[config.mk]
export PLATFORM = sky130hd
export DESIGN_NAME = relu_serializer
export DESIGN_NICKNAME = d
export VERILOG_FILES = /design/src/rtl/mnist_pkg.sv /design/src/rtl/relu_serializer.sv
export SDC_FILE = /design/constraint.sdc
export NUM_CORES = 1
export LEC_CHECK = 0
export CAP_MARGIN = 20
export CELL_PAD_IN_SITES_DETAIL_PLACEMENT = 1
export CELL_PAD_IN_SITES_GLOBAL_PLACEMENT = 1
export CORE_UTILIZATION = 41
export DETAILED_ROUTE_END_ITERATION = 16
export PLACE_DENSITY = 0.86
export SYNTH_ARGS = -nofsm -noshare
export SYNTH_HDL_FRONTEND = slang
export SYNTH_SLANG_ARGS = --single-unit
[constraint.sdc]
create_clock -name clk -period 33.4 [get_ports clk]
set_input_delay 5.01 -clock clk [delete_from_list [all_inputs] [get_ports clk]]
set_output_delay 5.01 -clock clk [all_outputs]
set_load 0.05 [all_outputs]
[src/rtl/mnist_pkg.sv]
// Types and helpers shared by the linear/activation stages of the MNIST pipeline.
package mnist_pkg;

   localparam int DATA_WIDTH = 24;

   typedef enum logic {IDLE, STREAM} ser_state_t;

   function automatic logic signed [DATA_WIDTH-1:0] relu(input logic signed [DATA_WIDTH-1:0] x);
      return x[DATA_WIDTH-1] ? '0 : x;
   endfunction

endpackage

[src/rtl/relu_serializer.sv]
// Captures a parallel result vector, applies optional ReLU at capture and
// streams the elements out one per cycle, index 0 first.
module relu_serializer #(
   parameter int DATA_WIDTH = 24,
   parameter int NUM_NODES  = 20,
   parameter bit RELU_EN    = 1'b1
) (
   input  logic                  clk,
   input  logic                  rst,
   input  logic                  i_valid,
   input  logic [DATA_WIDTH-1:0] din [NUM_NODES],
   output logic [DATA_WIDTH-1:0] dout,
   output logic                  o_valid,
   output logic                  o_last,
   output logic                  o_busy,
   output logic                  o_overrun
);
   import mnist_pkg::*;

   localparam int IDX_W = $clog2(NUM_NODES);
   localparam logic [IDX_W-1:0] LAST_IDX = IDX_W'(NUM_NODES - 1);

   ser_state_t                    r_state;
   ser_state_t                    w_state_nxt;
   logic        [IDX_W-1:0]       r_idx;
   logic        [IDX_W-1:0]       w_idx_nxt;
   logic                          r_overrun;
   logic                          w_capture;
   logic                          w_drop;
   logic                          w_at_last;
   logic signed [DATA_WIDTH-1:0]  r_buf [NUM_NODES];
   logic signed [DATA_WIDTH-1:0]  w_cap [NUM_NODES];

   for (genvar g = 0; g < NUM_NODES; g++) begin : g_act
      assign w_cap[g] = RELU_EN ? relu(din[g]) : din[g];
   end

   assign w_at_last = (r_idx == LAST_IDX);

   always_comb begin
      w_state_nxt = r_state;
      w_idx_nxt   = r_idx;
      w_capture   = 1'b0;
      w_drop      = 1'b0;
      case (r_state)
         IDLE: begin
            if (i_valid) begin
               w_capture   = 1'b1;
               w_idx_nxt   = '0;
               w_state_nxt = STREAM;
            end
         end
         STREAM: begin
            if (w_at_last) begin
               // A vector arriving on the last output cycle chains without a bubble.
               w_idx_nxt = '0;
               if (i_valid) w_capture   = 1'b1;
               else         w_state_nxt = IDLE;
            end else begin
               w_idx_nxt = r_idx + 1'b1;
               w_drop    = i_valid;
            end
         end
         default: begin
            w_state_nxt = IDLE;
            w_idx_nxt   = '0;
         end
      endcase
   end

   always_ff @(posedge clk) begin
      if (rst) begin
         r_state   <= IDLE;
         r_idx     <= '0;
         r_overrun <= 1'b0;
      end else begin
         r_state   <= w_state_nxt;
         r_idx     <= w_idx_nxt;
         r_overrun <= w_drop;
      end
   end

   always_ff @(posedge clk) begin
      if (w_capture) r_buf <= w_cap;
   end

   assign o_busy    = (r_state == STREAM);
   assign o_valid   = o_busy;
   assign o_last    = o_busy && w_at_last;
   assign o_overrun = r_overrun;
   assign dout      = o_busy ? r_buf[r_idx] : '0;

endmodule

==> results of run 1 <==
## state kept, by name, summed over array words and instances (netlist names)
register and flops:
o_busy 1, o_overrun 1, r_buf 460, r_idx 5
## logic make-up (layout without fill, tap and decap cells)
logic type / after synthesis / after routing / share of synthesized area (%)
other: 1 / 4 / 0.01773
AND/OR/NAND/NOR: 522 / 522 / 15.02
multiplexers: 152 / 152 / 11.41
flip-flops: 467 / 467 / 65.96
adder cells (fa/ha/maj): 1 / 1 / 0.05913
AO/OA/AOI/OAI: 132 / 132 / 4.873
buffers and inverters: 101 / 624 / 2.656
## per-layer routing
| metal | up-vias | global-route usage [%] | part of all wire, % |
|---|---|---|---|
| li1 | 6127 | - | - |
| met4 | 6 | 8.417 | 3.1 |
| met1 | 7117 | 33.85 | 39 |
| met5 | - | 0 | 0.057 |
| met2 | 730 | 47.66 | 51 |
| met3 | 125 | 5.789 | 7.6 |
## final cells by class
cell class | instances | area (µm²) | area share (%)
antenna | 3 | 7.507 | 0.02632
clock buffer | 59 | 1306 | 4.579
clock inverter | 30 | 331.6 | 1.162
inverter | 1 | 3.754 | 0.01316
multi-input combinational | 808 | 6653 | 23.32
sequential | 467 | 13960 | 48.96
tap | 672 | 840.8 | 2.948
timing repair buffer | 534 | 5418 | 18.99
## report_power, final
group | switching (µW) | internal, µW | total [µW]
logic | 89.8 | 94.8 | 185
clock network | 233 | 332 | 565
registers | 12.4 | 685 | 698
## tightest hold or removal path, cell delays in order (launching register included)
cell and delay (ps):
dfxtp_1 420, o21ai_0 120, a21oi_1 70
## per-stage QoR
step	cell area, µm²	util, %	worst slack, ps	hold slack (ps)
3_5_place_dp	26700	52.90	23930	633.1
4_1_cts	28340	56.15	23270	642.7
2_1_floorplan	21160	-	7324	588.0
5_1_grt	28520	56.50	23050	714.0
3_3_place_gp	26690	52.87	23930	626.0
6_report	28520	56.51	23280	654.4
## worst max path at each step
stage                     slack [ps]  startpoint        to  depth (start not counted)
after floorplan                 7320     i_valid  r_buf[0]                          1
after global placement         23930    r_idx[0]   dout[2]                          7
after detailed placement       23930    r_idx[0]   dout[2]                          7
after CTS                      23270    r_idx[0]   dout[2]                          7
after global routing           23050    r_idx[0]   dout[2]                          7
final                          23280    r_idx[0]  dout[18]                          6
## cells in the final DEF (no fill, tap or decap), types with 3 or more instances in the layout
cell / count
diode_2: 3
edfxtp_1: 460
nand2b_1: 4
a221o_1: 13
bufinv_16: 7
o21ai_0: 3
nand2_1: 25
a311o_1: 9
clkbuf_16: 51
mux4_2: 70
clkinvlp_4: 4
clkdlybuf4s50_1: 509
dfxtp_2: 3
a222oi_1: 22
buf_4: 15
buf_8: 4
buf_16: 4
clkinv_2: 12
clkbuf_1: 8
a22oi_1: 45
clkinv_1: 6
mux2i_1: 80
nor2_1: 11
nor2b_1: 471
a21oi_1: 25
a211oi_1: 9
==> impl_results.md, run 1 <==
* Status: finished clean
* Synth Net Count at 1,860
* IO buf count at 509
* Finished Layout Cells at 2,574
* DRC at 0
* Largest net degree at the start of global routing at 208
* Vias per cell at 5.480
* Fmax at 0.09884 GHz
* Setup bufs post-CTS at 0
* Slew margin rel. at 19.92%
* Area Overhead vs Synth at 34.84%
* Setup violations, final at 0
* CTS HTree Levels at 2
* Synth Instances at 1,376
* Final Skew at 23.93 ps
* Post-Route WL at 72,390 µm
* CP Data Required Time at 28,390 ps
* Power Dens Cells at 50.76 nW/µm²
* Avg Inst Size Synth at 15.37 µm²
* Clock root cell: clkbuf_16
* Final slew viol count at 0
* Crit start category: flip-flop
* Share of the synthesized area in the top cell type at 65.29%
* Clock Pin Slew Worst Setup and Hold Paths at 60 ps
* Crit. End Element: primary output
* Critical path fanouts, max at 52
* CP delay by family, top: buffers and inverters
* Final critical-path share of the clock period at 30.29%
* Fill cells at 4,787
* FF-to-FF End: r_buf[399]
* Inserted Clock Buffers at 49
* Rows at 82
* Die area at 52,510 µm²
* VDD IR-drop max at 34.04 µV
* Top FF cell, synth: edfxtp_1
* Post-Syn Area at 21,160 µm²
* CTS tree: yes
* Layout Nets at 2,345
* Worst Hold Path Cells at 2
* Count leader, synth: nor2b_1
* Pwr Total at 1448 µW
* CTS max path bufs at 3
* Placed Cells at 2,474
* Post-synth EDFFs at 460
* Commonest cells post-synth: nor2b_1 (473), edfxtp_1 (460), mux2i_1 (80)
* Reg2reg start: r_idx[0]
* Worst Path Arrival at 5110 ps
* Routed Antenna Nets at 0
* Initial antenna violation count at 8
* Detailed Place HPWL at 51,870 µm
* Gp weighted congestion at 0.9031
* Top Ports at 511
* Crit-path slowest cell: buf_4
* Worst skew pair latency at 590 ps
* Seq cells post-synth at 467
* Avg WL per Cell at 28.12 µm
* Post-synth ARST share at 0%
* DRT Pass-1 Iters at 8
* Cell taking the most area after synthesis: edfxtp_1
* Layout cells sized above 1 at 9.426%
* Leakage power at 0.009577 µW
* RSZ-0062 raised after global routing: false
* Final hold violations at 0
* Starting Density at 41.91%
* Flop2flop setup slack at 27,350 ps
* CP dominant cell by count: buf_4
* Synth warn at 0
* Vias in the first global route at 15,330
* HP Class: reg -> reg
* Unique cell type count in the Yosys netlist at 38
* Gr ovfl total at 0
* CTS hold repair buffers at 0
* Worst path max stage delay at 800 ps
* FF-to-FF path depth at 10
* Hold Path Sink: r_idx[4]
* Post-synthesis sequential area ratio at 65.96%
* WP buf/inv at 3
* Cells along the critical path: buf_4, buf_4, mux4_2, a22oi_1, a222oi_1, clkdlybuf4s50_1
* Total global-route track usage at 27.31%
* First-pass GRT wire length at 103,300 µm
* Die height at 229.2 µm
* TNS Setup at 0 ps
* HP Start: o_busy
* Die Wd at 229.2 µm
* Sink Count at 467
* # resized after CTS at 0
* Final min period at 10,120 ps
* Maxcap violations at 0
* Most area-consuming cells after synthesis: edfxtp_1 (65%), nor2b_1 (14%), mux4_2 (7.5%)
* DR iter-0 viols at 1,351
* Worst Max-Slew Pin Slew at 1201 ps
* Via Count at 14,110
* Setup CP Type: reg -> out
* Core area at 50,480 µm²
No activity file was read; power rests on OpenSTA's default activity.
==> run 2, diff against run 1 <==
--- a/config.mk
+++ b/config.mk
@@ -8,9 +8,9 @@
 export CAP_MARGIN = 20
 export CELL_PAD_IN_SITES_DETAIL_PLACEMENT = 1
 export CELL_PAD_IN_SITES_GLOBAL_PLACEMENT = 1
-export CORE_UTILIZATION = 41
+export CORE_UTILIZATION = 37
 export DETAILED_ROUTE_END_ITERATION = 16
-export PLACE_DENSITY = 0.86
+export PLACE_DENSITY = 0.82
 export SYNTH_ARGS = -nofsm -noshare
 export SYNTH_HDL_FRONTEND = slang
 export SYNTH_SLANG_ARGS = --single-unit
==> constraint.sdc (replaced) <==
create_clock -name clk -period 8.4 [get_ports clk]
set_input_delay 1.26 -clock clk [delete_from_list [all_inputs] [get_ports clk]]
set_output_delay 1.26 -clock clk [all_outputs]
set_load 0.05 [all_outputs]
==> run 2 against run 1 <==
  * Non-clock buffer count grew 2
  * Highest routed layer unchanged
  * Combinational power grew to 3.9 times the previous value
  * Hold slack lost 60 ps
==> impl_results.md, run 2 (synthesized netlist as in run 1, its figures left out) <==
* Status: finished clean
* Net Sw Power at 1297 µW (+290%)
* Top sig layer: met5
* Worst Path Arrival at 4580 ps (-530 ps)
* Vias in the first global route at 14,910 (-2.7%)
* Worst path max stage delay at 970 ps (+170 ps)
* HP Class: reg -> reg
* Final Skew at 14.91 ps (-9.013 ps)
* Starting Density at 37.52% (-4.4 points)
* Setup bufs post-CTS at 0 (unchanged)
* Worst Max-Slew Pin Slew at 1205 ps (+3.926 ps)
* Final min period at 5838 ps
* Post-Route WL at 71,330 µm (-1.5%)
* Die area at 58,140 µm² (+11%)
* # resized after CTS at 0 (unchanged)
* Final instance area at 28,560 µm² (+0.12%)
* Placed cell area at 26,990 µm² (+1.1%)
* Final core utilization at 50.65% (-5.9 points)
* First-pass GRT wire length at 99,550 µm (-3.6%)
* Sink Count at 467 (unchanged)
* CP Data Required Time at 7140 ps (-21,250 ps)
* Avg WL per Cell at 26.82 µm (-4.6%)
* Die height at 241.1 µm (+5.2%)
* Rows at 87 (+6.1%)
* Largest net degree at the start of global routing at 206 (-0.96%)
* DR iter-0 viols at 1,147 (-15%)
* Met1 WL at 27,640 µm (-1.4%)
* Maxcap violations at 0 (unchanged)
* Final hold violations at 0 (unchanged)
* Biggest register: r_buf
* Largest register FFs at 460 (unchanged)
* Detailed Place HPWL at 52,660 µm (+1.5%)
* Commonest non-fill, non-tap cell in the layout: clkdlybuf4s50_1
* Die Wd at 241.1 µm (+5.2%)
* Regs by FF count: r_buf: 460 flops, r_idx: 5 flops
* Setup violations, final at 0 (unchanged)
* Final slew viol count at 0 (unchanged)
* Power Dens Cells at 196.0 nW/µm² (+290%)
* Cells along the critical path: buf_4, mux2i_1, a311o_1, a222oi_1, clkdlybuf4s50_1
* Worst skew pair latency at 580 ps (about the same)
* Crit start category: flip-flop
* Internal Power at 4302 µW (+290%)
* Fmax at 0.1713 GHz
* Clock share of power at 37.4% (-1.7 points)
* Comb pwr share at 13.0% (+0.3 points)
* Hold_ws at 594.4 ps (-60.03 ps)
* Core area at 56,390 µm² (+12%)
* Crit. End Element: primary output
* Slew margin rel. at 19.66% (-0.26 points)
* VDD IR-drop max at 129.9 µV (+280%)
* Total global-route track usage at 24.28% (-3.0 points)
* CTS max path bufs at 3 (unchanged)
* IO buf count at 509 (unchanged)
* Final critical-path share of the clock period at 69.50%
* Flop pwr share at 49.6% (+1.4 points)
* Routed Antenna Nets at 0 (unchanged)
* Layout Nets at 2,347 (+0.085%)
* Layout cells sized above 1 at 8.904% (-0.52 points)
* Inserted Clock Buffers at 49 (unchanged)
* Sw frac at 23.17% (about the same)
* CTS HTree Levels at 2 (unchanged)
* Area Overhead vs Synth at 35.00%
* Critical path fanouts, max at 47 (-9.6%)
* CTS hold repair buffers at 0 (unchanged)
* Vias per cell at 5.188 (-5.3%)
* Leakage power at 0.009537 µW (-0.42%)
* RSZ-0062 raised after global routing: false
* Metal3 WL at 5283 µm (-3.4%)
* Setup CP Type: reg -> out
* CTS tree: yes
* Gr ovfl total at 0 (unchanged)
* Met2 WL post-DR at 36,290 µm (-0.84%)
* Crit-path slowest cell: dfxtp_4
* DRT Pass-1 Iters at 5 (-3)
* Top Ports at 511 (unchanged)
* Clock Pin Slew Worst Setup and Hold Paths at 60 ps (about the same)
* Clock root cell: clkbuf_16
* Commonest non-fill, non-tap cells in the layout: clkdlybuf4s50_1 (509), nor2b_1 (471), edfxtp_1 (460)
* DRC at 0 (unchanged)
* Via Count at 13,800 (-2.2%)
* Gp weighted congestion at 0.9009 (-0.24%)
* Initial antenna violation count at 12 (+4)
run 2: path summary, 6_finish.rpt:
kind	slack, ps	from	cells past startpoint	end
worst max-delay path	2560	r_idx[0]	5	dout[1]
worst min register to register	590	r_idx[2]	2	r_idx[2]
worst min-delay path	590	r_idx[2]	2	r_idx[2]
worst max register to register	3660	r_idx[0]	6	r_buf[466]
run 2: layout make-up:
cell class,count,area [µm²]
clock inverters,22,230.2
repair buffers,536,5465
clock buffers,64,1282
diodes,6,15.01
flip-flops and latches,467,13960
well taps,756,945.9
inverters,1,3.754
fillers,5533,27830
multi-input cells,808,6653
run 2: worst max-delay path, delay by kind of cell (launching register included):
kind / cells / cell delay (ps)
muxes: 1 / 170
buffers and inverters: 2 / 1600
DFF: 1 / 970
AOI/OAI and AO/OA: 2 / 1200
run 2: power by group through the flow:
stage	Clock, µW	Sequential (µW)	Combinational (µW)
after global routing	2200	2790	768
after floorplan	0	2820	336
final	2100	2780	725
after detailed placement	0	2830	730
after global placement	0	2820	706
after CTS	2130	2780	734
run 2: routing by layer:
layer | global-route usage (%) | vias to the layer above
met1 | 29.48 | 6956
met3 | 5.170 | 92
li1 | - | 6136
met2 | 42.55 | 610
met5 | 0 | -
met4 | 8.458 | 6
run 2: metrics by stage:
step / instances / power, µW / setup slack [ps] / setup TNS [ps]
2_1_floorplan: 1376 / 3158 / -164.0 / -75440
4_1_cts: 2651 / 5647 / 2462 / 0
6_report: 2660 / 5599 / 2562 / 0
3_5_place_dp: 2565 / 3558 / 3104 / 0
5_1_grt: 2657 / 5756 / 2358 / 0
3_3_place_gp: 2557 / 3523 / 3191 / 0
